--- config.mk ---
export PLATFORM = sky130hd
export DESIGN_NAME = link_control
export DESIGN_NICKNAME = d
export VERILOG_FILES = /design/src/rtl/link_control.sv
export SDC_FILE = /design/constraint.sdc
export NUM_CORES = 1
export LEC_CHECK = 0
export ABC_AREA = 1
export BUFFER_PORTS_ARGS = -buffer_cell sky130_fd_sc_hd__buf_2
export CORE_MARGIN = 3
export CORE_UTILIZATION = 40
export DETAILED_ROUTE_END_ITERATION = 16
export HOLD_SLACK_MARGIN = 0.15
export PLACE_DENSITY = 0.7
export SETUP_SLACK_MARGIN = 0.2
export SYNTH_ARGS = -nofsm -noshare
export SYNTH_HDL_FRONTEND = slang
export SYNTH_SLANG_ARGS = --single-unit
--- constraint.sdc ---
create_clock -name clock -period 4.4 [get_ports clock]
set_clock_uncertainty 0.15 [all_clocks]
set_input_delay 0.88 -clock clock [delete_from_list [all_inputs] [get_ports clock]]
set_output_delay 0.88 -clock clock [all_outputs]
set_load 0.005 [all_outputs]
--- src/rtl/link_control.sv ---
// link_control: game-level sequencer for the character datapath.
// Paces one character action per video frame and hands drawing off to the datapath.
//
// Parameters:
//   FRAME_CYCLES    clock cycles per frame tick
//   ATTACK_FRAMES   attack actions per attack press (>= 1)
//   COOLDOWN_FRAMES frame ticks of attack lockout (cooldown build only)
//
// Optional feature macro: ATTACK_COOLDOWN_EN
//   When defined, a finished attack sequence locks out btn_attack
//   for COOLDOWN_FRAMES frame ticks.
//
// Ports:
//   clock          in   system clock
//   reset          in   synchronous, active-high reset
//   btn_up         in   move-up request
//   btn_down       in   move-down request
//   btn_left       in   move-left request
//   btn_right      in   move-right request
//   btn_attack     in   attack request
//   draw_map_done  in   map draw complete
//   draw_link_done in   character draw complete
//   init           out  initialization strobe
//   idle           out  idle action strobe
//   attack         out  attack action strobe
//   up             out  move-up strobe
//   down           out  move-down strobe
//   left           out  move-left strobe
//   right          out  move-right strobe
//   draw_map       out  map draw request (level)
//   draw_link      out  character draw request (level)
//   frame_overrun  out  one-cycle pulse when a frame tick is dropped

module link_control #(
    parameter int FRAME_CYCLES    = 833333,
    parameter int ATTACK_FRAMES   = 8,
    parameter int COOLDOWN_FRAMES = 16
) (
    input  logic clock,
    input  logic reset,
    input  logic btn_up,
    input  logic btn_down,
    input  logic btn_left,
    input  logic btn_right,
    input  logic btn_attack,
    input  logic draw_map_done,
    input  logic draw_link_done,
    output logic init,
    output logic idle,
    output logic attack,
    output logic up,
    output logic down,
    output logic left,
    output logic right,
    output logic draw_map,
    output logic draw_link,
    output logic frame_overrun
);

    localparam int FW = (FRAME_CYCLES > 1) ? $clog2(FRAME_CYCLES) : 1;
    localparam int AW = (ATTACK_FRAMES > 1) ? $clog2(ATTACK_FRAMES) : 1;

    localparam logic [FW-1:0] FRAME_LAST  = FW'(FRAME_CYCLES - 1);
    localparam logic [AW-1:0] ATTACK_LOAD = AW'(ATTACK_FRAMES - 1);

    // Parameter sanity: an attack press must produce at least one action.
    if (ATTACK_FRAMES < 1 || COOLDOWN_FRAMES < 1 || FRAME_CYCLES < 1) begin : g_bad_param
        $error("link_control: parameters must all be >= 1");
    end

    typedef enum logic [3:0] {
        S_INIT,
        S_DRAW_MAP,
        S_DRAW_LINK,
        S_WAIT,
        S_IDLE,
        S_ATTACK,
        S_UP,
        S_DOWN,
        S_LEFT,
        S_RIGHT
    } state_t;

    state_t        state;
    state_t        state_next;
    logic [FW-1:0] frame_cnt;
    logic          frame_tick;
    logic          frame_pending;
    logic          consume;
    logic [AW-1:0] attack_cnt;
    logic [AW-1:0] attack_cnt_next;
    logic          attack_ok;

    // ------------------------------------------------------------------
    // Frame pacing
    // ------------------------------------------------------------------
    assign frame_tick = (frame_cnt == FRAME_LAST);
    assign consume    = (state == S_WAIT) && frame_pending;

    always_ff @(posedge clock) begin
        if (reset) begin
            frame_cnt <= '0;
        end else if (frame_tick) begin
            frame_cnt <= '0;
        end else begin
            frame_cnt <= frame_cnt + 1'b1;
        end
    end

    // Ticks collapse into a single pending flag. A tick landing while an
    // unconsumed tick is still pending is reported as an overrun; a tick
    // coinciding with consumption simply re-arms the flag.
    always_ff @(posedge clock) begin
        if (reset) begin
            frame_pending <= 1'b0;
            frame_overrun <= 1'b0;
        end else begin
            frame_overrun <= frame_tick && frame_pending && !consume;
            if (frame_tick) begin
                frame_pending <= 1'b1;
            end else if (consume) begin
                frame_pending <= 1'b0;
            end
        end
    end

    // ------------------------------------------------------------------
    // Attack lockout
    // ------------------------------------------------------------------
`ifdef ATTACK_COOLDOWN_EN
    localparam int CW = $clog2(COOLDOWN_FRAMES + 1);
    localparam logic [CW-1:0] COOLDOWN_LOAD = CW'(COOLDOWN_FRAMES);

    logic [CW-1:0] cooldown_cnt;

    // Loaded on the final attack cycle of a sequence, then drained by ticks.
    always_ff @(posedge clock) begin
        if (reset) begin
            cooldown_cnt <= '0;
        end else if (state == S_ATTACK && attack_cnt == '0) begin
            cooldown_cnt <= COOLDOWN_LOAD;
        end else if (frame_tick && cooldown_cnt != '0) begin
            cooldown_cnt <= cooldown_cnt - 1'b1;
        end
    end

    assign attack_ok = (cooldown_cnt == '0);
`else
    assign attack_ok = 1'b1;
`endif

    // ------------------------------------------------------------------
    // Control FSM
    // ------------------------------------------------------------------
    always_ff @(posedge clock) begin
        if (reset) begin
            state      <= S_INIT;
            attack_cnt <= '0;
        end else begin
            state      <= state_next;
            attack_cnt <= attack_cnt_next;
        end
    end

    always_comb begin
        state_next      = state;
        attack_cnt_next = attack_cnt;
        unique case (state)
            S_INIT: begin
                state_next = S_DRAW_MAP;
            end
            S_DRAW_MAP: begin
                if (draw_map_done) begin
                    state_next = S_DRAW_LINK;
                end
            end
            S_DRAW_LINK: begin
                if (draw_link_done) begin
                    state_next = S_WAIT;
                end
            end
            S_WAIT: begin
                // An attack sequence in flight overrides every button.
                if (consume) begin
                    if (attack_cnt != '0) begin
                        state_next      = S_ATTACK;
                        attack_cnt_next = attack_cnt - 1'b1;
                    end else if (btn_attack && attack_ok) begin
                        state_next      = S_ATTACK;
                        attack_cnt_next = ATTACK_LOAD;
                    end else if (btn_up) begin
                        state_next = S_UP;
                    end else if (btn_down) begin
                        state_next = S_DOWN;
                    end else if (btn_left) begin
                        state_next = S_LEFT;
                    end else if (btn_right) begin
                        state_next = S_RIGHT;
                    end else begin
                        state_next = S_IDLE;
                    end
                end
            end
            S_IDLE,
            S_ATTACK,
            S_UP,
            S_DOWN,
            S_LEFT,
            S_RIGHT: begin
                state_next = S_DRAW_MAP;
            end
            default: begin
                state_next = S_INIT;
            end
        endcase
    end

    // Moore command decode: exactly one state per command.
    always_comb begin
        init      = 1'b0;
        idle      = 1'b0;
        attack    = 1'b0;
        up        = 1'b0;
        down      = 1'b0;
        left      = 1'b0;
        right     = 1'b0;
        draw_map  = 1'b0;
        draw_link = 1'b0;
        unique case (state)
            S_INIT:      init      = 1'b1;
            S_DRAW_MAP:  draw_map  = 1'b1;
            S_DRAW_LINK: draw_link = 1'b1;
            S_IDLE:      idle      = 1'b1;
            S_ATTACK:    attack    = 1'b1;
            S_UP:        up        = 1'b1;
            S_DOWN:      down      = 1'b1;
            S_LEFT:      left      = 1'b1;
            S_RIGHT:     right     = 1'b1;
            default:     ;
        endcase
    end

endmodule

==> qor.txt, run 1 <==
CTS Hold Bufs: 0
Max-Cap Viols: 0
Final instance area: 0.00187 mm²
Number of I/O pins: 19
Hpwl dp: 2560 µm
GRT Total Usage: 14.3%
Routed WL: 3250 µm
Synth unique cells: 22
Hold_ws: 0.317 ns
Layout cells sized above 1: 11.9%
Final Hold Vio Count: 0
Mean Syn Cell Area: 6.45 µm²
GPL Wtd Cong: 0.836
CP Launch Type: flop
Critical path data arrival time: 1.26 ns
DRC: 0
Vias: 1519
RSZ-0062 raised after global routing: false
Core ar.: 0.00380 mm²
Data required time of the worst path: 3.37 ns
Average wire per standard cell: 9.95 µm
Sequential-to-total area share from yosys stat: 35.6%
Detail-routed via count per cell: 4.66
Hold_sp: attack_cnt[2]
Initial Util: 43.0%
CP endpoint kind: output port
DP Cell Count: 318
Crit-path max FO: 4
Ant. Diodes: 0
Pwr/cell area: 358 mW/mm²
Port-buffer cells: 18
Clock transition at path regs: 0.06 ns
Fin Setup TNS: 0 ns
Mapped Area: 0.00163 mm²
DR iter-0 viols: 49
Worst-Skew Late Latency: 0.28 ns
Fin nets: 290
Sw Share: 29.7%
Vias in the first global route: 1363
Antenna-violating nets left: 0
Die height: 69.9 µm
Leakage: 0.767 nW
Max Clk Rate: 437 MHz
Die width: 69.9 µm
Global-route wire length before repair: 5740 µm
Internal: 0.471 mW
Worst Max-Slew Pin Slew: 0.441 ns
Final period util: 52.0%
Number of CTS-inserted buffers: 5
Max clock buf depth: 2
Gr ovfl total: 0
Pre-Repair DR Iteration Count: 6
Tmin final: 2.29 ns
Worst rel slew slack: 70.4%
Rows: 22
Sink Count: 29
Max Slew Vio Count: 0
Largest net degree at the start of global routing: 20
Yosys reg bits: 29
R2R Path Start: frame_cnt[0]
Clock root buffer: clkbuf_8
Postcts setup bufs: 0
Setup Viol. Count Final: 0
Initial antenna violation count: 0
Switching power: 0.199 mW
CTS resizes: 0
CTS tree: yes
Critical path type: reg -> out
Synthesized net count: 266
FF-to-FF path depth: 6
Gate power share: 21.2%
Min-Delay Path Class: reg -> reg
Sequential cell fraction of total power: 43.3%
Clock power share: 35.5%
Crit. Startpoint: state[0]
H-tree depth: 2
Area after DPL: 0.00177 mm²
Area growth syn-to-layout: 14.7%
Status: finished clean
Min-Delay Path Depth: 2
Layout Cells excl Fill: 326
Synth Instances: 253
Peak VDD IR: 0.190 mV
Yosys warnings: 0
Die area: 0.00488 mm²
==> area by class of cell <==
class / instances / area (µm²)
fillers: 399 / 1930
multi-input cells: 188 / 908
flip-flops and latches: 29 / 581
inverters: 35 / 131
clock buffers: 7 / 96.3
repair buffers: 18 / 90.1
well taps: 48 / 60.1
clock inverters: 1 / 5.00
==> state kept, by name (all words and copies together) (netlist names) <==
signal / count
frame_pending: 1
state: 4
attack_cnt: 3
frame_cnt: 20
frame_overrun: 1
==> Yosys cell counts <==
library cell	number	share of area (%)
xor2_1	6	3.2
nand3_2	1	0.61
nor3_1	12	3.7
nor3_2	1	0.61
nor2_4	2	1.4
nand4_1	4	1.5
o21ai_1	1	0.31
or2_2	2	0.77
dfxtp_1	29	36
xnor2_1	2	1.1
ha_1	4	3.1
nand2_4	1	0.69
nand3b_1	2	0.92
nor4_1	1	0.38
nor2_1	52	12
buf_6	1	0.69
inv_1	35	8.1
a21oi_1	13	4.0
nand3_1	19	5.8
nand2_1	59	14
o21ai_0	3	0.92
or2_0	3	1.2
==> path summary, 6_finish.rpt <==
kind	end	slack (ns)
worst max-delay path	draw_map	2.11
worst min-delay path	attack_cnt[2]	0.32
worst max register to register	frame_cnt[12]	2.75
worst min register to register	attack_cnt[2]	0.32
==> worst max-delay path, cell delays in order (launching register included) <==
cell and delay, ns:
dfxtp_1 0.37, inv_1 0.08, nor2_1 0.14, inv_1 0.08, nor2_1 0.16, buf_2 0.14
==> metal layers <==
metal	vias to the layer above	share of wire, %	routed length (µm)	GRT usage (%)
met3	4	3.4	110	4.46
met2	19	43	1410	22.2
met4	0	1.4	46	5.32
met5	-	0	0	0
li1	846	-	-	-
met1	650	52	1680	18.5
==> placed cells by master, fill, tap and decap left out, types with 2 or more instances in the layout <==
| cell type | Yosys | routed |
|---|---|---|
| a21oi_1 | 13 | 13 |
| buf_2 | 0 | 18 |
| clkbuf_8 | 0 | 7 |
| dfxtp_1 | 29 | 29 |
| ha_1 | 4 | 4 |
| inv_1 | 35 | 35 |
| nand2_1 | 59 | 59 |
| nand3_1 | 19 | 19 |
| nand3b_1 | 2 | 2 |
| nand4_1 | 4 | 4 |
| nor2_1 | 52 | 52 |
| nor2_4 | 2 | 2 |
| nor3_1 | 12 | 12 |
| o21ai_0 | 3 | 3 |
| or2_0 | 3 | 3 |
| or2_2 | 2 | 2 |
| xnor2_1 | 2 | 2 |
| xor2_1 | 6 | 6 |
==> per-stage QoR <==
step,setup slack (ns),util (%),power [mW]
floorplan,2.63,-,0.397
global placement,2.47,46.6,0.440
detailed placement,2.43,46.6,0.438
CTS,2.12,49.3,0.677
global route,2.00,49.3,0.716
finish,2.11,49.3,0.670
==> power by group through the flow <==
stage               logic [mW]  clock network (mW)  registers [mW]
floorplan                0.104                   0           0.293
global placement         0.145                   0           0.295
detailed placement       0.143                   0           0.296
CTS                      0.143               0.244           0.290
global route             0.167               0.258           0.292
finish                   0.142               0.238           0.290
==> kinds of logic after synthesis <==
| group | Yosys count | synth area share, % |
|---|---|---|
| buf+inv | 36 | 8.74 |
| flops | 29 | 35.6 |
| compound gates | 17 | 5.21 |
| fa+ha+maj | 4 | 3.07 |
| simple gates | 159 | 43.1 |
| xor+xnor | 8 | 4.29 |
Power figures use the tool's default switching activity.
==> run 2, diff against run 1 <==
Settings changed: ABC_AREA 1 to 0, PLACE_DENSITY 0.7 to 0.73.
Clock period 4.4 ns to 1.95 ns, I/O delays scaled along.
==> run 2 against run 1 <==
  * Setup slack worse by 2.4 ns
  * The flow now finishes with violations (setup timing)
  * Wire length shrank 9.0%
  * Largest power group unchanged
  * Critical endpoint is now frame_cnt[7]
  * Register-to-register slack lost 3.0 ns
  * Hold slack got worse by 0.080 ns
  * Global-route usage rose by 0.87 points
  * Critical path depth did not move
  * Largest cell class unchanged
==> qor.txt, run 2 <==
GRT Total Usage: 15.2% (+0.87 points)
Post-synth top area share: 40.5% (+4.9 points)
Synth top area cells: dfxtp_1 (41%), nor2_1 (9.7%), xnor2_1 (7.3%)
Post-synth EDFFs: 0 (unchanged)
Failing checks: setup timing
Initial antenna violation count: 0 (unchanged)
Area after DPL: 0.00171 mm² (-3.3%)
Crit path buffers/inverters: 0 (-3)
Mean Syn Cell Area: 8.23 µm² (+28%)
Critical path data arrival time: 2.27 ns (+1.01 ns)
Biggest register: frame_cnt
DRC: 0 (unchanged)
Fillcell total: 317 (-21%)
Hpwl dp: 2110 µm (-18%)
RSZ-0062 raised after global routing: true
Most numerous cell in the Yosys netlist: nor2_1
Peak VDD IR: 0.379 mV (+100%)
DR iter-0 viols: 75 (+53%)
Footprint of the multi-input gates: 861 µm² (-5.2%)
Power Total: 1.35 mW (+100%)
Routed WL: 2950 µm (-9.0%)
CP endpoint kind: flop
Number of CTS-inserted buffers: 5 (unchanged)
Core ar.: 0.00339 mm² (-11%)
Antenna-violating nets left: 0 (unchanged)
Cell class contributing the biggest share of worst-path delay: simple AND/OR/NAND/NOR gates
CP Launch Type: flop
Rows: 21 (-4.5%)
Leading area contributor after synthesis: dfxtp_1
Largest family of logic cells by synthesized area: simple AND/OR/NAND/NOR gates
Internal: 0.940 mW (+99%)
Final instance area: 0.00187 mm² (unchanged)
Switching power: 0.408 mW (+110%)
Crit path cell chain: or4b_1 > or4_1 > or3_4 > nand2b_4 > nor2_1
Max clock buf depth: 2 (unchanged)
Worst rel slew slack: 70.9% (+0.50 points)
Final period util: 113%
Simple-gate share of the synthesized area: 30.3% (-13 points)
Die area: 0.00434 mm² (-11%)
Die width: 65.8 µm (-5.8%)
Clock power share: 24.4% (-11 points)
Final worst setup slack: -0.259 ns (-2.37 ns)
Yosys warnings: 0 (unchanged)
Fin Setup TNS: -5.38 ns (-5.38 ns)
Register Area: 597 µm² (+2.8%)
Dominant synthesized flop cell: dfxtp_1
Sequential cell fraction of total power: 52.2% (+8.9 points)
Biggest regs: frame_cnt (20), state (4), attack_cnt (3)
Data required time of the worst path: 2.01 ns (-1.36 ns)
Largest register FFs: 20 (unchanged)
Tmin final: 2.21 ns
DP Cell Count: 253 (-20%)
Synthesized-area fraction occupied by adder cells: 3.49% (+0.43 points)
Pwr/cell area: 720 mW/mm² (+100%)
Initial Util: 42.3% (-0.68 points)
Compound-Gate Fraction of Synth Area: 8.03% (+2.8 points)
Cell at the slowest stage of the critical path: or4b_1
Detail-routed via count per cell: 5.01 (+7.6%)
Port-buffer cells: 18 (unchanged)
Die height: 65.8 µm (-5.8%)
Area growth syn-to-layout: 30.7%
Most common cell after layout, fill and taps aside: nor2_1
Commonest non-fill, non-tap cells in the layout: nor2_1 (36), buf_4 (23), dfxtp_1 (22), buf_2 (18), xnor2_1 (12)
Leakage: 0.732 nW (-4.5%)
Critical path type: reg -> reg
Sink Count: 29 (unchanged)
Crit-path max FO: 10 (+6)
Gr ovfl total: 0 (unchanged)
Fin nets: 230 (-21%)
Largest net degree at the start of global routing: 14 (-30%)
Final Hold Vio Count: 0 (unchanged)
Synthesized net count: 187 (-30%)
Yosys reg bits: 29 (unchanged)
Top cells by count, synth: nor2_1 (37), dfxtp_1 (29), xnor2_1 (12)
Worst Max-Slew Pin Slew: 0.432 ns (-0.00874 ns)
GPL Wtd Cong: 0.773 (-7.5%)
Status: complete, but fails checks
CTS Hold Bufs: 0 (unchanged)
Worst-Skew Late Latency: 0.31 ns (+0.03 ns)
Sequential-to-total area share from yosys stat: 40.5% (+4.9 points)
Ant. Diodes: 0 (unchanged)
Vias in the first global route: 1223 (-10%)
CTS tree: yes
Clock transition at path regs: 0.08 ns (+0.02 ns)
Global-route wire length before repair: 5120 µm (-11%)
Gate power share: 23.5% (+2.3 points)
Pre-Repair DR Iteration Count: 4 (-2)
Min-Delay Path Class: in -> reg
Setup Viol. Count Final: 22 (+22)
Average wire per standard cell: 11.2 µm (+12%)
Hold_ws: 0.238 ns (-0.0798 ns)
Synth Instances: 174 (-31%)
CP peak stage delay: 0.52 ns (+0.15 ns)
Mux share of post-synthesis cell area: 1.40% (+1.4 points)
Number of I/O pins: 19 (unchanged)
Clock root buffer: clkbuf_4
H-tree depth: 2 (unchanged)
Synth unique cells: 35 (+59%)
Async set-reset flop share out of synthesis: 0% (unchanged)
Max Slew Vio Count: 0 (unchanged)
Max Clk Rate: 453 MHz
Layout Cells excl Fill: 264 (-19%)
Mapped Area: 0.00143 mm² (-12%)
XOR/XNOR Fraction of Synth Area: 11.0% (+6.7 points)
Layout cells sized above 1: 32.6% (+21 points)
Sw Share: 30.3% (+0.60 points)
Max-Cap Viols: 0 (unchanged)
Vias: 1323 (-13%)
## run 2: cell types whose count changed after synthesis, moves of 3 or more
cell	delta
nand3_1	-10
nand2b_1	+4
a21oi_1	-8
inv_1	-26
nor3_1	-3
xnor2_1	+10
or2_0	-3
nand2_1	-51
nor2_1	-15
clkbuf_1	+4
## run 2: power groups by stage
stage               Combinational [mW]  Clock (mW)  Sequential, mW
CTS                              0.275       0.340           0.686
finish                           0.317       0.328           0.703
global route                     0.348       0.370           0.711
global placement                 0.257           0           0.694
detailed placement               0.261           0           0.693
floorplan                        0.208           0           0.658
## run 2: cells by family (layout without fill, tap and decap cells)
family	after synthesis	in the layout
muxes	2	2
adders and majority gates	4	4
and+or+nand+nor	87	88
buffers and inverters	16	59
xor gates and xnor gates	18	18
DFF	29	29
AOI/OAI and AO/OA	18	18
## run 2: area by class of cell
type	count	area share [%]
Inverter	9	1.80
Sequential cell	29	31.9
Tap cell	46	3.07
Clock buffer	8	2.61
Multi-Input combinational cell	130	46.0
Timing Repair Buffer	42	14.6
## run 2: per-layer routing
metal  up-vias  global-route usage [%]  routed length (µm)
met1       606                    17.8                1300
met4         0                    5.44                  29
met5         -                       0                   0
li1        684                       -                   -
met2        28                    25.9                1480
met3         5                    4.59                 147
## run 2: timing repair
action | 4_1_cts | 5_1_grt
buffers inserted | 0 | 2
pin swaps | 0 | 6
gates cloned | 1 | 0
endpoints found under the setup margin | 30 | 33
gates resized for setup | 8 | 18
## run 2: worst paths after layout
check | start | end | slack, ns | depth (start not counted)
min | reset | attack_cnt[0] | 0.24 | 2
min reg2reg | frame_cnt[0] | frame_cnt[0] | 0.31 | 1
max | frame_cnt[3] | frame_cnt[7] | -0.26 | 5
max reg2reg | frame_cnt[3] | frame_cnt[7] | -0.26 | 5
## run 2: through the flow
step	setup slack, ns	utilization [%]
6_report	-0.259	55.2
5_1_grt	-0.329	55.2
4_1_cts	-0.242	53.0
3_5_place_dp	-0.271	50.5
3_3_place_gp	-0.248	50.5
2_1_floorplan	-0.210	-
